--- config.mk ---
export PLATFORM = sky130hd
export DESIGN_NAME = dm_load_unit
export DESIGN_NICKNAME = d
export VERILOG_FILES = /design/src/rtl/dm_load_unit.sv
export SDC_FILE = /design/constraint.sdc
export NUM_CORES = 1
export LEC_CHECK = 0
export CELL_PAD_IN_SITES_DETAIL_PLACEMENT = 0
export CELL_PAD_IN_SITES_GLOBAL_PLACEMENT = 1
export CORE_MARGIN = 4
export CORE_UTILIZATION = 25
export CTS_BUF_LIST = sky130_fd_sc_hd__clkbuf_4 sky130_fd_sc_hd__clkbuf_8
export CTS_CLUSTER_DIAMETER = 80
export DETAILED_ROUTE_END_ITERATION = 8
export PLACE_DENSITY_LB_ADDON = 0.1
export SYNTH_ARGS = -nofsm -noshare
export SYNTH_HDL_FRONTEND = slang
export SYNTH_SLANG_ARGS = --single-unit
--- constraint.sdc ---
create_clock -name clk -period 3.7 [get_ports clk]
set_input_delay 0.37 -clock clk [delete_from_list [all_inputs] [get_ports clk]]
set_output_delay 0.37 -clock clk [all_outputs]
set_load 0.01 [all_outputs]
--- src/rtl/dm_load_unit.sv ---
// MEM-stage load unit: word-aligned read with ready handshake, pipeline stall, lane extraction.
// Optional store-data forwarding register enabled by defining LOAD_FWD_EN.
module dm_load_unit #(
  parameter int TIMEOUT = 16,
  parameter int CNT_W   = 5
) (
  input  logic        clk,
  input  logic        rst,
  input  logic        mem_read,
  input  logic [31:0] addr,
  input  logic [2:0]  load_type,
  output logic        dm_req,
  output logic [31:0] dm_addr,
  input  logic [31:0] dm_rdata,
  input  logic        dm_ready,
  output logic [31:0] load_data,
  output logic        load_valid,
  output logic        stall,
  output logic        addr_err,
  output logic        bus_err,
  output logic [31:0] fwd_data,
  output logic        fwd_valid
);

  typedef enum logic [1:0] {S_IDLE, S_WAIT, S_DONE} state_t;

  localparam logic [2:0] LT_LH  = 3'b001;
  localparam logic [2:0] LT_LHU = 3'b010;
  localparam logic [2:0] LT_LB  = 3'b011;
  localparam logic [2:0] LT_LBU = 3'b100;

  state_t           state, next_state;
  logic [2:0]       lat_type;
  logic [1:0]       lat_lane;
  logic [CNT_W-1:0] cnt;
  logic             misaligned;
  logic             start;
  logic             timeout;
  logic [31:0]      ext_data;

  // NOTE: every signal written in always_comb gets a default first, so no path leaves it unassigned (no latch).
  always_comb begin
    misaligned = 1'b0;
    case (load_type)
      LT_LH, LT_LHU: misaligned = addr[0];
      LT_LB, LT_LBU: misaligned = 1'b0;
      default:       misaligned = (addr[1:0] != 2'b00);
    endcase
  end

  assign start    = (state == S_IDLE) && mem_read && !misaligned;
  assign timeout  = (cnt == CNT_W'(TIMEOUT - 1));
  assign addr_err = (state == S_IDLE) && mem_read && misaligned;
  assign stall    = start || (state == S_WAIT);
  assign dm_req   = (state == S_WAIT);

  // Little-endian lane select using the address/type latched at request time.
  always_comb begin
    logic [15:0] half;
    logic [7:0]  byte_v;
    half     = lat_lane[1] ? dm_rdata[31:16] : dm_rdata[15:0];
    byte_v   = dm_rdata[8*lat_lane +: 8];
    ext_data = dm_rdata;
    case (lat_type)
      LT_LH:   ext_data = {{16{half[15]}}, half};
      LT_LHU:  ext_data = {16'h0000, half};
      LT_LB:   ext_data = {{24{byte_v[7]}}, byte_v};
      LT_LBU:  ext_data = {24'h000000, byte_v};
      default: ext_data = dm_rdata;
    endcase
  end

  always_comb begin
    next_state = state;
    case (state)
      S_IDLE:  if (start) next_state = S_WAIT;
      S_WAIT:  if (dm_ready || timeout) next_state = S_DONE;
      S_DONE:  next_state = S_IDLE;
      default: next_state = S_IDLE;
    endcase
  end

  // NOTE: sequential state uses non-blocking assignments so every register samples pre-edge values.
  always_ff @(posedge clk) begin
    if (rst) begin
      state      <= S_IDLE;
      dm_addr    <= '0;
      lat_type   <= '0;
      lat_lane   <= '0;
      cnt        <= '0;
      load_data  <= '0;
      load_valid <= 1'b0;
      bus_err    <= 1'b0;
    end else begin
      state      <= next_state;
      load_valid <= 1'b0;
      bus_err    <= 1'b0;
      if (start) begin
        dm_addr  <= {addr[31:2], 2'b00};
        lat_type <= load_type;
        lat_lane <= addr[1:0];
        cnt      <= '0;
      end
      if (state == S_WAIT) begin
        if (dm_ready) begin
          load_data  <= ext_data;
          load_valid <= 1'b1;
          cnt        <= '0;
        end else if (timeout) begin
          load_data  <= '0;
          load_valid <= 1'b1;
          bus_err    <= 1'b1;
          cnt        <= '0;
        end else begin
          cnt <= cnt + 1'b1;
        end
      end
    end
  end

`ifdef LOAD_FWD_EN
  // Holds the last good load result until the next completion, for a following store.
  always_ff @(posedge clk) begin
    if (rst) begin
      fwd_data  <= '0;
      fwd_valid <= 1'b0;
    end else if (state == S_WAIT) begin
      if (dm_ready) begin
        fwd_data  <= ext_data;
        fwd_valid <= 1'b1;
      end else if (timeout) begin
        fwd_valid <= 1'b0;
      end
    end
  end
`else
  assign fwd_data  = '0;
  assign fwd_valid = 1'b0;
`endif

endmodule

==> flow_summary.yaml, run 1 <==
run_status:
  status: "complete, no violations"
timing:
  hold_ws_ns: 0.459
  rsz0062_at_grt: "false"
  timing_max_transition_violations_final: 0
  setup_violations: 0
  skew_ns: 0.0138
  period_needed_ns: 2.76
  worst_pin_slew_ns: 1.15
  hold_viol: 0
  relSlewSlack_pct: 23.3
  finalSetupTns_ns: 0
  fin_crit_sh_pct: 74.5
  fmaxAchievable_mhz: 363
cts:
  cts_buffers: 9
  cts_root_buf: "clkbuf_8"
  clockBufferDepth: 2
  path_clk_slew_ns: 0.09
  ctsHoldBuffers: 0
  cts_max_level: 3
  clk_latency_ns: 0.36
  cts_setup_buffers: 0
  cts.sinks: 76
  tritoncts: "done"
  post_cts_resized: 0
pwr:
  p_leak_uw: 0.00205
  power_uw: 1990
  vdd_drop_max_uv: 153
  p_per_area_nw_per_um2: 351
drt:
  drcViolationCount: 0
  routed_wl_mm: 12.5
  drt-initial-drc-count: 148
  avgViaCountPerCell: 4.51
  firstDrtPassIters: 4
  vias: 3505
  drtAntennaViolNets: 0
  routedWlPerCell_um: 16.1
synth:
  seq_area_frac_synth_pct: 37.4
  synth_top_cell_by_area: "dfxtp_1"
  ys.flop_type: "dfxtp_1"
  synth.distinct_cells: 52
  synth-edff-count: 0
  yosys-top-cells-area: "dfxtp_1 37%, nand2b_1 11%, mux2i_1 10%"
  netlist_instances: 437
  synth_area_um2: 4060
  avgSynthCellArea_um2: 9.30
  yosys_warnings: 0
  synth_top_area_share_pct: 37.4
  async_reset_ff_share_pct: 0
  synth-seq-cells: 76
placed_design:
  port_buffers: 137
  gp_congestion: 0.794
  hpwlAfterDp_mm: 9.38
  placedCellCount: 762
floorplanning:
  num_rows: 46
  start_util_pct: 25.6
  die_w_um: 135
  die_h_um: 135
  fp.dieArea_um2: 18400
  ios: 173
  core-area_um2: 15900
global_route:
  grt_max_degree: 55
  overflow: 0
  grt_first_pass_wirelength_mm: 19.3
  antenna_found_initial: 0
  met3_usage_pct: 5.39
  met1_usage_pct: 15.9
  grt_util_met2_pct: 21.8
  grtUsageTotal_pct: 13.4
  busiest_layer: "met2"
  first_global_vias: 3577
job:
  cap_violations: 0
setup_path:
  slowest_delay_ns: 0.89
  critPathTopFamily: "simple AND/OR/NAND/NOR gates"
  critPathLaunchType: "flip-flop"
  crit_slowest_cell: "nor2_1"
  worstSetupEndpointType: "flip-flop"
  crit_fanout: 22
  arrival_ns: 3.00
  crit_buf_inv: 0
  cp.required_ns: 3.95
  worstSetupPathType: "flip-flop to flip-flop"
  path_cells: "nor3_2 -> nor2_1 -> nor2_1 -> a221o_1"
  crit_path_frequent_cell: "nor2_1"
worst_hold_path:
  min_path_type: "flip-flop to flip-flop"
cells_and_area:
  layout-drive-gt1-share_pct: 6.23
  fin_util_pct: 35.7
  nets: 629
  diodes: 0
  fillers: 1689
  layoutNonFillerInstCount: 778
  area_growth_pct: 39.7
[layout by cell type, fill, tap and decap left out, types with 11 or more instances in the layout]
master           synthesis  routed
clkdlybuf4s50_1          0     136
dfxtp_1                 76      76
nand2b_1                71      71
mux2i_1                 42      42
conb_1                   1      35
nor2_1                  26      26
o2bb2ai_1               16      16
a21oi_1                 16      15
nand2_1                 13      13
clkbuf_8                 0      12
o21a_1                  11      11
[cell usage after synthesis, drive strengths merged, types with 2 or more instances]
cell type and instances:
dfxtp 76, and2 2, or3b 2, a221o 8, nor3b 3, o22ai 8
a21oi 16, nor2b 3, clkbuf 16, nand2b 71, o2bb2ai 16, o21ai 5
o211ai 7, inv 4, a211oi 2, nand2 13, nor2 26, o211a 7
buf 52, mux2i 42, a221oi 7, o311ai 7, nor3 10, o21a 11
a311oi 3
[path summary, 6_finish.rpt]
check | startpoint | endpoint | slack, ns | cells after the start
max | lat_type[2] | load_data[8] | 0.94 | 4
min | cnt[4] | cnt[4] | 0.46 | 2
min reg2reg | cnt[4] | cnt[4] | 0.46 | 2
max reg2reg | lat_type[2] | load_data[8] | 0.94 | 4
[power breakdown]
group	switching [uW]	internal (uW)	leakage [uW]
clock	323	375	0.000113
combinational	188	210	0.00132
sequential	38.5	856	0.000618
total	550	1440	0.00205
[per-layer routing]
layer	share of wire [%]	vias up
li1	-	1731
met1	43	1625
met2	46	134
met3	9.4	15
met4	2.0	0
met5	0	-
[tightest hold or removal path, stage by stage, from the launching register on]
cell and delay [ns]:
dfxtp_1 0.32, nand2b_1 0.06, a21oi_1 0.04
[metrics by stage]
stage	area [um2]	setup WS, ns
6_report	5670	0.944
5_1_grt	5670	0.709
3_3_place_gp	5460	1.05
4_1_cts	5670	0.865
2_1_floorplan	4190	1.95
3_5_place_dp	5460	0.935
[cells by family (layout without fill, tap and decap cells)]
| logic type | count (synthesis) | after routing | share of synthesized area (%) |
|---|---|---|---|
| and+or+nand+nor | 139 | 139 | 20.0 |
| AOI/OAI and AO/OA | 102 | 102 | 19.5 |
| other | 1 | 35 | 0.0923 |
| xor gates and xnor gates | 2 | 2 | 0.616 |
| muxes | 43 | 43 | 10.9 |
| buffers and inverters | 72 | 163 | 10.8 |
| DFF | 76 | 76 | 37.4 |
| adders and majority gates | 2 | 2 | 0.554 |
[cell type report]
class	count	area, um2	share of cell area [%]
timing repair buffer	143	1410	24.9
clock inverter	3	43.8	0.772
sequential	76	1520	26.8
clock buffer	13	173	3.04
multi-input combinational	323	2240	39.5
inverter	4	15.0	0.265
tap	216	270	4.76
[flip-flops by register name, summed over array words and instances, names as in the netlist]
| signal | cells |
|---|---|
| load_data | 32 |
| lat_lane | 2 |
| load_valid | 1 |
| state | 2 |
| dm_addr | 30 |
| bus_err | 1 |
| cnt | 5 |
| lat_type | 3 |
(Power assumes the default switching activity.)
==> run 2: changes to the inputs <==
- clock period: 3.7 -> 2.7 ns (I/O delays scaled with it)
==> run 2 against run 1 <==
  * Combinational power rose by 45%
  * Critical endpoint is now stall
  * Register-to-register slack got worse by 0.38 ns
  * Critical path depth grew 1
  * Global-route usage increased by 0.22 points
==> flow_summary.yaml, run 2 (synthesized netlist as in run 1, its figures left out) <==
run_status:
  status: "complete, no violations"
floorplanning:
  core-area_um2: 15900
  ios: 173
  fp.dieArea_um2: 18400
  num_rows: 46
  start_util_pct: 25.6
  die_w_um: 135
  die_h_um: 135
pwr:
  p_per_area_nw_per_um2: 453
  vdd_drop_max_uv: 181
  p_leak_uw: 0.00207
timing:
  worst_pin_slew_ns: 0.888
  skew_ns: 0.00771
  hold_viol: 0
  timing_max_transition_violations_final: 0
  hold_ws_ns: 0.438
  fin_crit_sh_pct: 92.9
  rsz0062_at_grt: "false"
  setup_violations: 0
  period_needed_ns: 2.51
  relSlewSlack_pct: 40.3
  fmaxAchievable_mhz: 399
  finalSetupTns_ns: 0
setup_path:
  crit_fanout: 3
  cp.required_ns: 2.43
  crit_path_frequent_cell: "clkdlybuf4s50_1"
  r2r_setup_slack_ns: 0.56
  critPathLaunchType: "primary input"
  worstSetupPathType: "primary input to output pin"
  path_cells: "clkdlybuf4s50_1 -> nor2_1 -> o31a_1 -> a311oi_1 -> clkdlybuf4s50_1"
  worstSetupEndpointType: "output pin"
  crit_slowest_cell: "clkdlybuf4s50_1"
  r2r_cells: 4
  r2r_end: "load_data[3]"
  r2r_start: "lat_type[1]"
  slowest_delay_ns: 0.63
  arrival_ns: 2.24
cells_and_area:
  top_register: "load_data"
  largest_register_ff_count: 32
  area_growth_pct: 40.1
  layout-drive-gt1-share_pct: 7.38
  nets: 637
  fin_area_um2: 5690
  layout_commonest_cell: "clkdlybuf4s50_1"
  diodes: 0
  final_cell_mix: "136 x clkdlybuf4s50_1, 76 x dfxtp_1, 71 x nand2b_1"
  layoutNonFillerInstCount: 785
  top_regs: "load_data x32, dm_addr x30, cnt x5"
worst_hold_path:
  min_to: "bus_err"
  hold_depth: 3
  min_path_type: "primary input to flip-flop"
  min-delay-start: "rst"
cts:
  cts_max_level: 3
  cts.sinks: 76
  cts_root_buf: "clkbuf_8"
  cts_buffers: 9
  clockBufferDepth: 2
  post_cts_resized: 0
  tritoncts: "done"
  cts_setup_buffers: 0
  clk_latency_ns: 0.36
  ctsHoldBuffers: 0
  path_clk_slew_ns: 0.08
job:
  cap_violations: 0
drt:
  drcViolationCount: 0
  firstDrtPassIters: 4
  drtAntennaViolNets: 0
  routed_wl_mm: 12.7
  drt-initial-drc-count: 126
  vias: 3511
  avgViaCountPerCell: 4.47
  routedWlPerCell_um: 16.1
global_route:
  grt_max_degree: 54
  grtUsageTotal_pct: 13.7
  overflow: 0
  grt_first_pass_wirelength_mm: 19.2
  antenna_found_initial: 0
  first_global_vias: 3408
placed_design:
  place_area_um2: 5530
  placedCellCount: 770
  port_buffers: 137
  hpwlAfterDp_mm: 9.46
  gp_congestion: 0.784
## run 2: cell types whose count changed in the layout (fill, tap and decap cells not counted), sizes merged
cell / delta
buf: +8
bufinv: -1
clkbuf: -1
clkinv: +1
## run 2: power by group
| part | switching [uW] | internal [uW] | total, uW |
|---|---|---|---|
| clock network | 434 | 356 | 790 |
| registers | 39.2 | 1170 | 1210 |
| logic | 276 | 300 | 576 |
| total | 749 | 1830 | 2580 |
## run 2: how the worst max path moves through the flow
stage	from	to	slack [ns]	cells past startpoint
CTS	load_type[0]	stall	0.15	5
floorplan	cnt[0]	load_data[12]	0.95	7
global route	load_type[0]	stall	0.09	5
finish	load_type[0]	stall	0.19	5
global placement	load_type[0]	stall	0.17	5
detailed placement	load_type[0]	stall	0.15	5
## run 2: metrics by stage
step | util (%) | setup WS [ns] | power (uW)
3_5_place_dp | 34.8 | 0.151 | 1820
3_3_place_gp | 34.8 | 0.171 | 1820
2_1_floorplan | - | 0.946 | 1560
6_report | 35.8 | 0.192 | 2580
4_1_cts | 35.8 | 0.150 | 2630
5_1_grt | 35.8 | 0.0928 | 2730
## run 2: layer usage
metal	GRT usage, %	part of all wire, %	vias up
li1	-	-	1747
met1	16.9	44	1613
met2	21.2	44	131
met3	5.13	8.7	20
met4	6.22	2.6	0
met5	0	0	-
## run 2: critical path, delay by kind of cell
kind / cells / cell delay [ns]
simple gates: 1 / 0.08
compound gates: 2 / 0.74
buf+inv: 2 / 1.15
## run 2: layout make-up
cell class	instances	area, um2
clock inverters	3	15.0
well taps	216	270
fillers	1648	10200
inverters	4	15.0
multi-input cells	323	2240
repair buffers	151	1480
flip-flops and latches	76	1520
clock buffers	12	146
